<file path="src/rtl/sst_pkg.sv">
// ---------------------------------------------------------------------------
// sst_pkg
//   Shared definitions for the save-state (SST) engine.
//   - sst_state_e : engine FSM states
//   - DEPTH/ADDR_W: SST image size and buffer address width
//   - ID_ADDR     : mapper ID register address; it is read-only on the mapper
//                   side and is never replayed during LOAD
//   - CRC_POLY    : CRC-8 polynomial for the optional image checksum
//   - crc8_byte() : folds one byte into a running CRC-8 (MSB first)
// ---------------------------------------------------------------------------
package sst_pkg;

    localparam int DEPTH      = 128;
    localparam int ADDR_W     = $clog2(DEPTH);
    localparam int DATA_W     = 8;
    localparam int SETTLE_DEF = 2;
    localparam int M3_TO_DEF  = 4096;

    localparam logic [ADDR_W-1:0] ID_ADDR  = 7'd127;
    localparam logic [7:0]        CRC_POLY = 8'h07;

    typedef enum logic [2:0] {
        IDLE   = 3'd0,
        SV_SET = 3'd1,
        SV_CAP = 3'd2,
        CHK    = 3'd3,
        LD_WR  = 3'd4,
        LD_NXT = 3'd5,
        DONE   = 3'd6
    } sst_state_e;

    // Byte-wise CRC-8: xor the byte into the register, then shift eight times.
    function automatic logic [7:0] crc8_byte(input logic [7:0] crc,
                                             input logic [7:0] data);
        logic [7:0] c;
        c = crc ^ data;
        for (int i = 0; i < 8; i++) begin
            c = c[7] ? ((c << 1) ^ CRC_POLY) : (c << 1);
        end
        return c;
    endfunction

endpackage

</file>
<file path="src/rtl/sst_buf.sv">
// ---------------------------------------------------------------------------
// sst_buf
//   128x8 state-image buffer with an engine port and a host port.
//   Both ports read with one clock of latency (registered read data).
//   The engine owns the buffer while a command runs, so the two write
//   enables are never active together; the engine port still wins if they
//   ever are. Memory contents are not reset.
//
//   Ports
//     clk, rst_n      clock, async active-low reset (read registers only)
//     eng_we          engine write strobe
//     eng_waddr/wdat  engine write address / data
//     eng_raddr       engine read address
//     eng_rdat        engine read data (registered)
//     host_en         host port enable; when low, host_rdat holds its value
//     host_we         host write strobe (already qualified by the caller)
//     host_addr/wdat  host address / write data
//     host_rdat       host read data (registered)
// ---------------------------------------------------------------------------
module sst_buf
    import sst_pkg::*;
(
    input  logic              clk,
    input  logic              rst_n,
    input  logic              eng_we,
    input  logic [ADDR_W-1:0] eng_waddr,
    input  logic [DATA_W-1:0] eng_wdat,
    input  logic [ADDR_W-1:0] eng_raddr,
    output logic [DATA_W-1:0] eng_rdat,
    input  logic              host_en,
    input  logic              host_we,
    input  logic [ADDR_W-1:0] host_addr,
    input  logic [DATA_W-1:0] host_wdat,
    output logic [DATA_W-1:0] host_rdat
);

    logic [DATA_W-1:0] mem [DEPTH];

    always_ff @(posedge clk) begin
        if (eng_we) begin
            mem[eng_waddr] <= eng_wdat;
        end else if (host_we) begin
            mem[host_addr] <= host_wdat;
        end
    end

    always_ff @(posedge clk or negedge rst_n) begin
        if (!rst_n) begin
            eng_rdat <= '0;
        end else begin
            eng_rdat <= mem[eng_raddr];
        end
    end

    always_ff @(posedge clk or negedge rst_n) begin
        if (!rst_n) begin
            host_rdat <= '0;
        end else if (host_en) begin
            host_rdat <= mem[host_addr];
        end
    end

endmodule

</file>
<file path="src/rtl/sst_engine.sv">
// ---------------------------------------------------------------------------
// sst_engine
//   Save-state initiator sitting between the host/menu CPU and the active
//   mapper. SAVE walks SST addresses 0..DEPTH-1 and captures each byte read
//   from the mapper into the buffer. LOAD first compares the mapper ID at
//   ID_ADDR against the buffered copy, then replays bytes 0..ID_ADDR-1 with
//   sst_we_reg, each write completing on the clock edge where cpu_m3 is high.
//
//   Command handshake: cmd_save / cmd_load are single-clock pulses accepted
//   only in IDLE (cmd_save wins a tie); busy rises on the accepting edge and
//   stays high through the one-clock done pulse. Pulses seen while busy are
//   dropped.
//
//   Parameters
//     SETTLE  clocks sst_addr is held before sst_di is sampled
//     M3_TO   clocks to wait for cpu_m3 on one write before aborting with err
//
//   Ports
//     clk, rst_n          clock, async active-low reset
//     cmd_save, cmd_load  command pulses
//     busy, done, err     status (err is sticky until the next command)
//     host_addr/we/wdat   host buffer port (writes ignored while busy)
//     host_rdat           host read data, 1 clk latency, held while busy
//     sst_act_mc          SST session active
//     sst_we_reg          SST register write strobe
//     sst_addr, sst_dato  SST register address / write data
//     sst_di              SST read data from the mapper
//     cpu_m3              CPU write-phase qualifier
//     crc                 CRC-8 of the last SAVE image (only with SST_CRC_EN)
//     state_dbg           current FSM state
//
//   Build option: define SST_CRC_EN to add the crc output and its logic.
// ---------------------------------------------------------------------------
module sst_engine
    import sst_pkg::*;
#(
    parameter int SETTLE = SETTLE_DEF,
    parameter int M3_TO  = M3_TO_DEF
) (
    input  logic              clk,
    input  logic              rst_n,
    input  logic              cmd_save,
    input  logic              cmd_load,
    output logic              busy,
    output logic              done,
    output logic              err,
    input  logic [ADDR_W-1:0] host_addr,
    input  logic              host_we,
    input  logic [DATA_W-1:0] host_wdat,
    output logic [DATA_W-1:0] host_rdat,
    output logic              sst_act_mc,
    output logic              sst_we_reg,
    output logic [7:0]        sst_addr,
    output logic [7:0]        sst_dato,
    input  logic [7:0]        sst_di,
    input  logic              cpu_m3,
`ifdef SST_CRC_EN
    output logic [7:0]        crc,
`endif
    output sst_state_e        state_dbg
);

    localparam int SET_W = (SETTLE > 1) ? $clog2(SETTLE) : 1;
    localparam int TO_W  = (M3_TO > 1)  ? $clog2(M3_TO)  : 1;

    localparam logic [SET_W-1:0]  SET_LAST  = SET_W'(SETTLE - 1);
    localparam logic [TO_W-1:0]   TO_LAST   = TO_W'(M3_TO - 1);
    localparam logic [ADDR_W-1:0] SAVE_LAST = ADDR_W'(DEPTH - 1);
    localparam logic [ADDR_W-1:0] LOAD_LAST = ID_ADDR - ADDR_W'(1);

    sst_state_e        state_q, state_d;
    logic [ADDR_W-1:0] addr_q, addr_d;
    logic [SET_W-1:0]  set_q, set_d;
    logic [TO_W-1:0]   to_q, to_d;
    logic              err_q, err_d;

    logic              eng_we;
    logic [DATA_W-1:0] eng_rdat;

    // ------------------------------------------------------------------
    // State registers
    // ------------------------------------------------------------------
    always_ff @(posedge clk or negedge rst_n) begin
        if (!rst_n) begin
            state_q <= IDLE;
            addr_q  <= '0;
            set_q   <= '0;
            to_q    <= '0;
            err_q   <= 1'b0;
        end else begin
            state_q <= state_d;
            addr_q  <= addr_d;
            set_q   <= set_d;
            to_q    <= to_d;
            err_q   <= err_d;
        end
    end

    // ------------------------------------------------------------------
    // Next-state logic
    // The buffer read address is addr_d, so the registered read data
    // already holds buf[addr_q] in the cycle after any address change. This
    // lets CHK compare against buf[ID_ADDR] and LD_WR drive buf[a] on
    // sst_dato without extra wait states.
    // ------------------------------------------------------------------
    always_comb begin
        state_d = state_q;
        addr_d  = addr_q;
        set_d   = set_q;
        to_d    = to_q;
        err_d   = err_q;
        eng_we  = 1'b0;

        case (state_q)
            IDLE: begin
                if (cmd_save) begin
                    state_d = SV_SET;
                    addr_d  = '0;
                    set_d   = '0;
                    err_d   = 1'b0;
                end else if (cmd_load) begin
                    state_d = CHK;
                    addr_d  = ID_ADDR;
                    set_d   = '0;
                    err_d   = 1'b0;
                end
            end

            SV_SET: begin
                if (set_q == SET_LAST) begin
                    set_d   = '0;
                    state_d = SV_CAP;
                end else begin
                    set_d = set_q + SET_W'(1);
                end
            end

            SV_CAP: begin
                eng_we = 1'b1;
                if (addr_q == SAVE_LAST) begin
                    state_d = DONE;
                end else begin
                    addr_d  = addr_q + ADDR_W'(1);
                    state_d = SV_SET;
                end
            end

            CHK: begin
                if (set_q == SET_LAST) begin
                    set_d = '0;
                    if (sst_di != eng_rdat) begin
                        err_d   = 1'b1;
                        state_d = DONE;
                    end else begin
                        addr_d  = '0;
                        to_d    = '0;
                        state_d = LD_WR;
                    end
                end else begin
                    set_d = set_q + SET_W'(1);
                end
            end

            LD_WR: begin
                // The mapper latches on the edge where cpu_m3 and we_reg are
                // both high; that same edge ends the write.
                if (cpu_m3) begin
                    to_d    = '0;
                    state_d = LD_NXT;
                end else if (to_q == TO_LAST) begin
                    err_d   = 1'b1;
                    state_d = DONE;
                end else begin
                    to_d = to_q + TO_W'(1);
                end
            end

            LD_NXT: begin
                if (addr_q == LOAD_LAST) begin
                    state_d = DONE;
                end else begin
                    addr_d  = addr_q + ADDR_W'(1);
                    to_d    = '0;
                    state_d = LD_WR;
                end
            end

            DONE: begin
                state_d = IDLE;
            end

            default: begin
                state_d = IDLE;
            end
        endcase
    end

    // ------------------------------------------------------------------
    // Outputs: all decoded from reset-cleared registers, so an async reset
    // drops the bus immediately.
    // ------------------------------------------------------------------
    assign busy       = (state_q != IDLE);
    assign done       = (state_q == DONE);
    assign err        = err_q;
    assign sst_act_mc = busy && !done;
    assign sst_we_reg = (state_q == LD_WR);
    assign sst_addr   = sst_act_mc ? 8'(addr_q) : 8'h00;
    assign sst_dato   = sst_we_reg ? eng_rdat : 8'h00;
    assign state_dbg  = state_q;

    // ------------------------------------------------------------------
    // Buffer
    // ------------------------------------------------------------------
    sst_buf u_buf (
        .clk       (clk),
        .rst_n     (rst_n),
        .eng_we    (eng_we),
        .eng_waddr (addr_q),
        .eng_wdat  (sst_di),
        .eng_raddr (addr_d),
        .eng_rdat  (eng_rdat),
        .host_en   (!busy),
        .host_we   (host_we && !busy),
        .host_addr (host_addr),
        .host_wdat (host_wdat),
        .host_rdat (host_rdat)
    );

`ifdef SST_CRC_EN
    // ------------------------------------------------------------------
    // Image checksum: restarted when a SAVE is accepted, updated on every
    // captured byte, left alone by LOAD.
    // ------------------------------------------------------------------
    logic [7:0] crc_q, crc_d;

    always_comb begin
        crc_d = crc_q;
        if (state_q == IDLE && cmd_save) begin
            crc_d = 8'h00;
        end else if (state_q == SV_CAP) begin
            crc_d = crc8_byte(crc_q, sst_di);
        end
    end

    always_ff @(posedge clk or negedge rst_n) begin
        if (!rst_n) begin
            crc_q <= 8'h00;
        end else begin
            crc_q <= crc_d;
        end
    end

    assign crc = crc_q;
`endif

endmodule
</file>
<file path="config.mk">
export PLATFORM = sky130hd
export DESIGN_NAME = sst_engine
export DESIGN_NICKNAME = d
export VERILOG_FILES = /design/src/rtl/sst_pkg.sv /design/src/rtl/sst_buf.sv /design/src/rtl/sst_engine.sv
export SDC_FILE = /design/constraint.sdc
export NUM_CORES = 1
export LEC_CHECK = 0
export BUFFER_PORTS_ARGS = -buffer_cell sky130_fd_sc_hd__buf_2
export CAP_MARGIN = 15
export CORE_MARGIN = 1.5
export CORE_UTILIZATION = 60
export CTS_CLUSTER_SIZE = 30
export DETAILED_ROUTE_END_ITERATION = 8
export PLACE_DENSITY_LB_ADDON = 0.3
export SLEW_MARGIN = 20
export SYNTH_ARGS = -nofsm -noshare
export SYNTH_HDL_FRONTEND = slang
export SYNTH_HIERARCHICAL = 1
export SYNTH_SLANG_ARGS = --single-unit
</file>
<file path="constraint.sdc">
create_clock -name clk -period 5.67 [get_ports clk]
set_clock_uncertainty 0.15 [all_clocks]
set_input_delay 0.2835 -clock clk [delete_from_list [all_inputs] [get_ports clk]]
set_output_delay 0.2835 -clock clk [all_outputs]
set_load 0.02 [all_outputs]
</file>
; ---- Word level (Yosys, flattened, before mapping)
; Memory sizes are Yosys's and may differ from the RTL's. A register that Yosys moved wholly into a read port is not among the register bits.
; Index checks and enable logic that the tools add are counted.
[classes]
n_reduce_logical = 18
add_sub_neg = 3
n_mux = 43
eq_ne = 20
[ops]
columns = op, count
row1 = $mux 12, 5
row2 = $mux 7, 8
row3 = $pmux 12 s3, 1
row4 = $pmux 7 s4, 1
row5 = $mux 3, 7
row6 = $pmux 3 s6, 1
row7 = $mux 8, 2
row8 = $eq 7x7->1 const B, 2
row9 = $mux 1, 14
row10 = $add 12x1->12 const B, 1
row11 = $eq 12x12->1 const B, 1
row12 = $ne 2x2->1 const B, 6
row13 = $eq 3x3->1 const B, 3
row14 = $reduce_bool 3->1, 3
row15 = $ne 8x8->1, 1
row16 = $reduce_or 8->1, 1
row17 = $add 7x1->7 const B, 1
row18 = $eq 3x2->1 const B, 2
row19 = $ne 3x3->1 const B, 2
row20 = $reduce_and 6->1, 1
row21 = $logic_not 1->1, 5
row22 = $reduce_and 5->1, 1
row23 = $mux 2, 2
row24 = $reduce_and 4->1, 1
row25 = other kinds (11), 12
[word_totals]
mem_count = 1
output_inout_bits = 32
elab_cells = 90
ramBits = 1024
in_bits = 29
reg_bits = 24
[mem_list]
columns = name, words, word_bits, rd, rd_ports_with_merged_regs, wr, line
row1 = u_buf.mem, 128, 8, 2, 2, 1, sst_buf.sv:37  ; logic [DATA_W-1:0] mem [DEPTH];

; ---- Depth between registers and ports, before layout
[depth]
depth_word = 8
ltp_mapped = 13
mapped_depth_nobuf = 10

; ---- By module
; Netlist, hierarchy kept.
[modules_own_cells]
columns = module, cells_per_inst, instances, seq_area_each_um2, area_per_inst_um2
row1 = sst_buf, 2486, 1, 31149.9, 48808.1
row2 = sst_engine, 235, 1, 600.6, 1888.1

; ---- Worst setup path before layout
; OpenSTA, ideal clock, no wires.
[synth_timing]
path_type = reg-to-reg
start = register state_q[2] (netlist: state_dbg[2])
end = memory u_buf.mem[0][0] (data pin)
setup_time_ns = 0.511
n_path_buf = 4
t_arrival_ns = 3.812
setup_slack_ns = 1.197
required_ns = 5.009
path_stages_with_launch = 12
period_less_slack_ns = 4.473
path_cell_list = dfrtp_1 -> buf_2 -> nor2_1 -> nand2_1 -> inv_1 -> and2_1 -> clkbuf_1 -> nor2b_1 -> clkbuf_1 -> buf_1 -> nand2_1 -> nand2_1
[synth_between]
elab_chain_cells = 8
word_cells_on_any_way = 10
classes_between = 1 x eq/ne / 5 x mux / 4 x reduce/logical
[synth_rtl]
columns = element, line
row1 = from (decl), sst_engine.sv:71  ; sst_state_e state_q, state_d;
row2 = from (signal assigned), sst_engine.sv:91  ; state_q <= state_d;
row3 = $reduce_bool 3->1, sst_engine.sv:202  ; assign busy = (state_q != IDLE);
row4 = named net busy, sst_engine.sv:44  ; output logic busy,
row5 = $logic_not 1->1, sst_engine.sv:223  ; .host_we (host_we && !busy),
row6 = $logic_and 1x1->1, sst_engine.sv:223
row7 = $mux 1, sst_buf.sv:42  ; end else if (host_we) begin
row8 = $mux 1, sst_buf.sv:40  ; if (eng_we) begin
row9 = $mux 1 (implied by the code), sst_buf.sv:43  ; mem[host_addr] <= host_wdat;
row10 = $reduce_or 8->1 (no source line), --
row11 = $mux 8 (no source line), --
row12 = to (decl), sst_buf.sv:37
; The timed path passes the listed nets, and every way through them passes these cells.

; ---- Worst setup path in the final report
[layout_timing]
start = register state_q[0] (netlist: state_dbg[0])
end = register u_buf.eng_rdat[6] (read register of u_buf.mem)
[layout_between]
elab_chain_cells = 2
word_cells_on_any_way = 5
classes_between = 3 x eq/ne / 1 x mux / 1 x reduce/logical
[layout_rtl]
columns = element, line
row1 = $eq 3x3->1 (tied with other cells), sst_engine.sv:114  ; case (state_q)
row2 = $pmux 7 s4 *, sst_engine.sv:114
row3 = named net addr_d[0], sst_engine.sv:72  ; logic [ADDR_W-1:0] addr_q, addr_d;
row4 = to (decl), sst_buf.sv:29  ; output logic [DATA_W-1:0] eng_rdat,
; Mark *: on every way through the listed nets, which the timed path passes. The rest lies on a longest branch.
; A chain may end at the register's enable or synchronous reset.

==> impl_metrics.toml <==
[hold_path]
min_path_cells = 6
hp-class = "in -> reg"

[placement]
gp_congestion = 0.963
placedInstanceArea_um2 = 53300
dp_hpwl_um = 98300
port_buffers = 59
pre_cts_ws_ns = 0.625

[floorplanning]
start_util = 0.606
ioPinCount = 61
std_cell_rows = 106
die_x_um = 294
die_h_um = 294
dieArea_um2 = 86200
core_um2 = 83700

[sta]
layout_worst_path_cycle_share = 0.903
worstMarginPinSlew_ns = 1.24
slew_viol_final = 0
maxSlewHeadroom = 0.173
setup_viol = 0
post-route-min-period_ns = 5.12
max_freq_mhz = 195
hold_viol_final = 0
setup_slack_ns = 0.551
fin_setup_tns_ns = 0
rsz0062_at_grt = "no"

[yosys]
synth-simple-area-share = 0.0422
synthAdderAreaFrac = 0.000740
synth_compound_area_frac = 0.0368
netlist_area_um2 = 50700
synth_edf_count = 1024
seq_area_frac_synth = 0.626
yosysWarningCount = 6
netlist_instances = 2721
synth-xor-area-share = 0.00173
synth.area.mux_share = 0.272
synth_top_family_by_area = "multiplexers"
syn_area_per_cell_um2 = 18.6
synth_nets = 2753
ys_ff_latch = 1064
synthArstFlopShare = 0.0376
ys_types = 64
synthFlopType = "edfxtp_1"

[worst_setup_path]
cp_num_buf_inv = 2
crit_family = "multiplexers"
crit_chain = "nand3b_1 > or3_1 > a32oi_4 > buf_12 > buf_12 > mux4_2 > mux4_2 > mux4_2 > mux2_2"
path_common_cell = "mux4_2"
crit_path_end_kind = "register"
crit_type = "reg -> reg"
reg2reg_depth = 9
cp_max_fo = 57
critical-path-max-stage-delay_ns = 0.73
cp.depth = 9
cpMaxStageDelayCell = "dfrtp_1"
required_ns = 6.07
start_kind = "register"
cp.arrival_ns = 5.52

[power_and_ir_drop]
p_leak_nw = 18.3
power_density_nw_per_um2 = 527
ir_drop_mv = 0.518

[clocking]
post_cts_resized = 0
cts_tree = "yes"
cts.sinks = 1064
cts_made_buffers = 107
insertion_delay_ns = 0.67
cts_hold_buffers = 2
cts.htree.levels = 3
clock-root-buffer = "clkbuf_16"
postCtsSetupBuffers = 0
cts.reportedPaths.clkPinSlew_ns = 0.06
cts.path.max_buffers = 3

[run]
max-cap-violations = 0

[finish]
n_antenna_cell = 0
fin_area_um2 = 56900
num-fill-cells = 5226
most-common-layout-cells = "edfxtp_1 (1024), mux4_2 (540), nor2_1 (179)"
drive_above_1_share = 0.339
mostFrequentLayoutCell = "edfxtp_1"
fin_nets = 2895
area_growth_pct = 12.3

[grt]
grt_pass1_vias = 30300
grt_max_degree = 84
grt_pass1_wl_um = 215000
gr-total-overflow = 0
track_usage = 0.351
antenna_found_initial = 9

[detailed_routing]
drt-initial-drc-count = 4972
via_per_inst = 7.53
wire_per_inst_um = 36.5
route.detailed.drc = 0
ant_nets = 0
drt-pass1-iter-count = 8
wirelength_um = 149000
vias = 30800

[run_status]
status = "finished clean"
per-layer routing:
metal,vias to the layer above,wire [um],global-route usage
met3,377,20900,0.0986
li1,11900,-,-
met1,15900,51900,0.487
met4,12,7640,0.156
met2,2577,68700,0.528
met5,-,81,0
metrics by stage:
stage               cells   util  power [W]  hold slack [ns]
global placement     3885  0.637     0.0224            0.289
detailed placement   3885  0.637     0.0226            0.282
CTS                  4085  0.680     0.0298           0.0128
finish               4086  0.680     0.0300           0.0470
global route         4086  0.680     0.0307           0.0839
floorplan            2721      -     0.0182           -0.162
synthesized netlist by cell type, types with 3 or more instances:
cell       number  share of area
edfxtp_1     1024           0.61
mux4_2        540           0.24
nor2_1        181          0.013
mux2i_1       136          0.027
clkbuf_1       97         0.0072
nand2_1        79         0.0058
o22ai_1        63         0.0078
buf_2          47         0.0046
nand3_1        47         0.0046
dfrtp_1        40          0.020
and2_1         38         0.0047
a21oi_1        36         0.0036
buf_1          36         0.0027
o21ai_0        35         0.0035
o221ai_1       34         0.0059
buf_4          29         0.0043
mux2_2         24         0.0053
a31oi_1        20         0.0025
nor3_1         20         0.0020
a211oi_1       19         0.0028
nand2b_1       16         0.0020
nor2b_1        13         0.0016
inv_1          11        0.00081
nand3b_1        9         0.0013
nor4_1          8        0.00099
or3_1           8        0.00099
xor2_1          8         0.0014
a32oi_1         7         0.0012
o32ai_1         7         0.0012
a2111oi_0       6         0.0010
nand4_1         6        0.00074
o211ai_1        6        0.00089
o21bai_1        6        0.00089
o31ai_1         6        0.00089
o21a_1          5        0.00074
a22oi_1         4        0.00059
o32a_1          4        0.00079
or2_2           4        0.00049
and3_1          3        0.00037
and4_1          3        0.00052
ha_1            3        0.00074
registers in the layout, summed over array words and instances (netlist names):
name / cells
err: 1
set_q: 1
u_buf/eng_rdat: 8
to_q: 12
u_buf/mem: 1024
u_buf/host_rdat: 8
state_dbg: 3
addr_q: 7
worst register-to-register path: cells and delay by family, from the launching register on:
| kind | cells | cell delay, ns |
|---|---|---|
| buf+inv | 2 | 0.70 |
| flops | 1 | 0.73 |
| compound gates | 1 | 0.32 |
| simple gates | 2 | 0.95 |
| mux | 4 | 2.15 |
cells by family (layout without fill, tap and decap cells):
| kind of cell | Yosys count | in the layout |
|---|---|---|
| adders and majority gates | 3 | 3 |
| muxes | 700 | 700 |
| xor gates and xnor gates | 10 | 10 |
| DFF | 1064 | 1064 |
| AOI/OAI and AO/OA | 273 | 273 |
| and+or+nand+nor | 446 | 446 |
| buffers and inverters | 224 | 455 |
| other | 1 | 1 |
report_power, final:
group | internal, W | leakage (nW) | total, W | switching (W)
logic | 0.00576 | 6.82 | 0.0130 | 0.00728
clock network | 0.00425 | 1.75 | 0.00725 | 0.00300
registers | 0.00940 | 9.71 | 0.00967 | 0.000270
area by class of cell:
cell class	instances	area [um^2]	share of cell area
multi-input combinational	1433	18100	0.318
tap	1134	1420	0.0249
inverter	12	45.0	0.000792
timing repair buffer	245	2030	0.0357
clock inverter	67	741	0.0130
sequential	1064	31800	0.558
clock buffer	131	2850	0.0501
final timing paths:
path                              start                end  slack [ns]
max reg2reg                state_dbg[0]  u_buf/eng_rdat[6]        0.55
min                            cmd_save              set_q        0.05
max                        state_dbg[0]  u_buf/eng_rdat[6]        0.55
min in group asynchronous         rst_n                err        0.11
min reg2reg                     to_q[0]            to_q[0]        0.37
max in group asynchronous         rst_n  u_buf/eng_rdat[0]        4.80
Power figures use the tool's default switching activity.
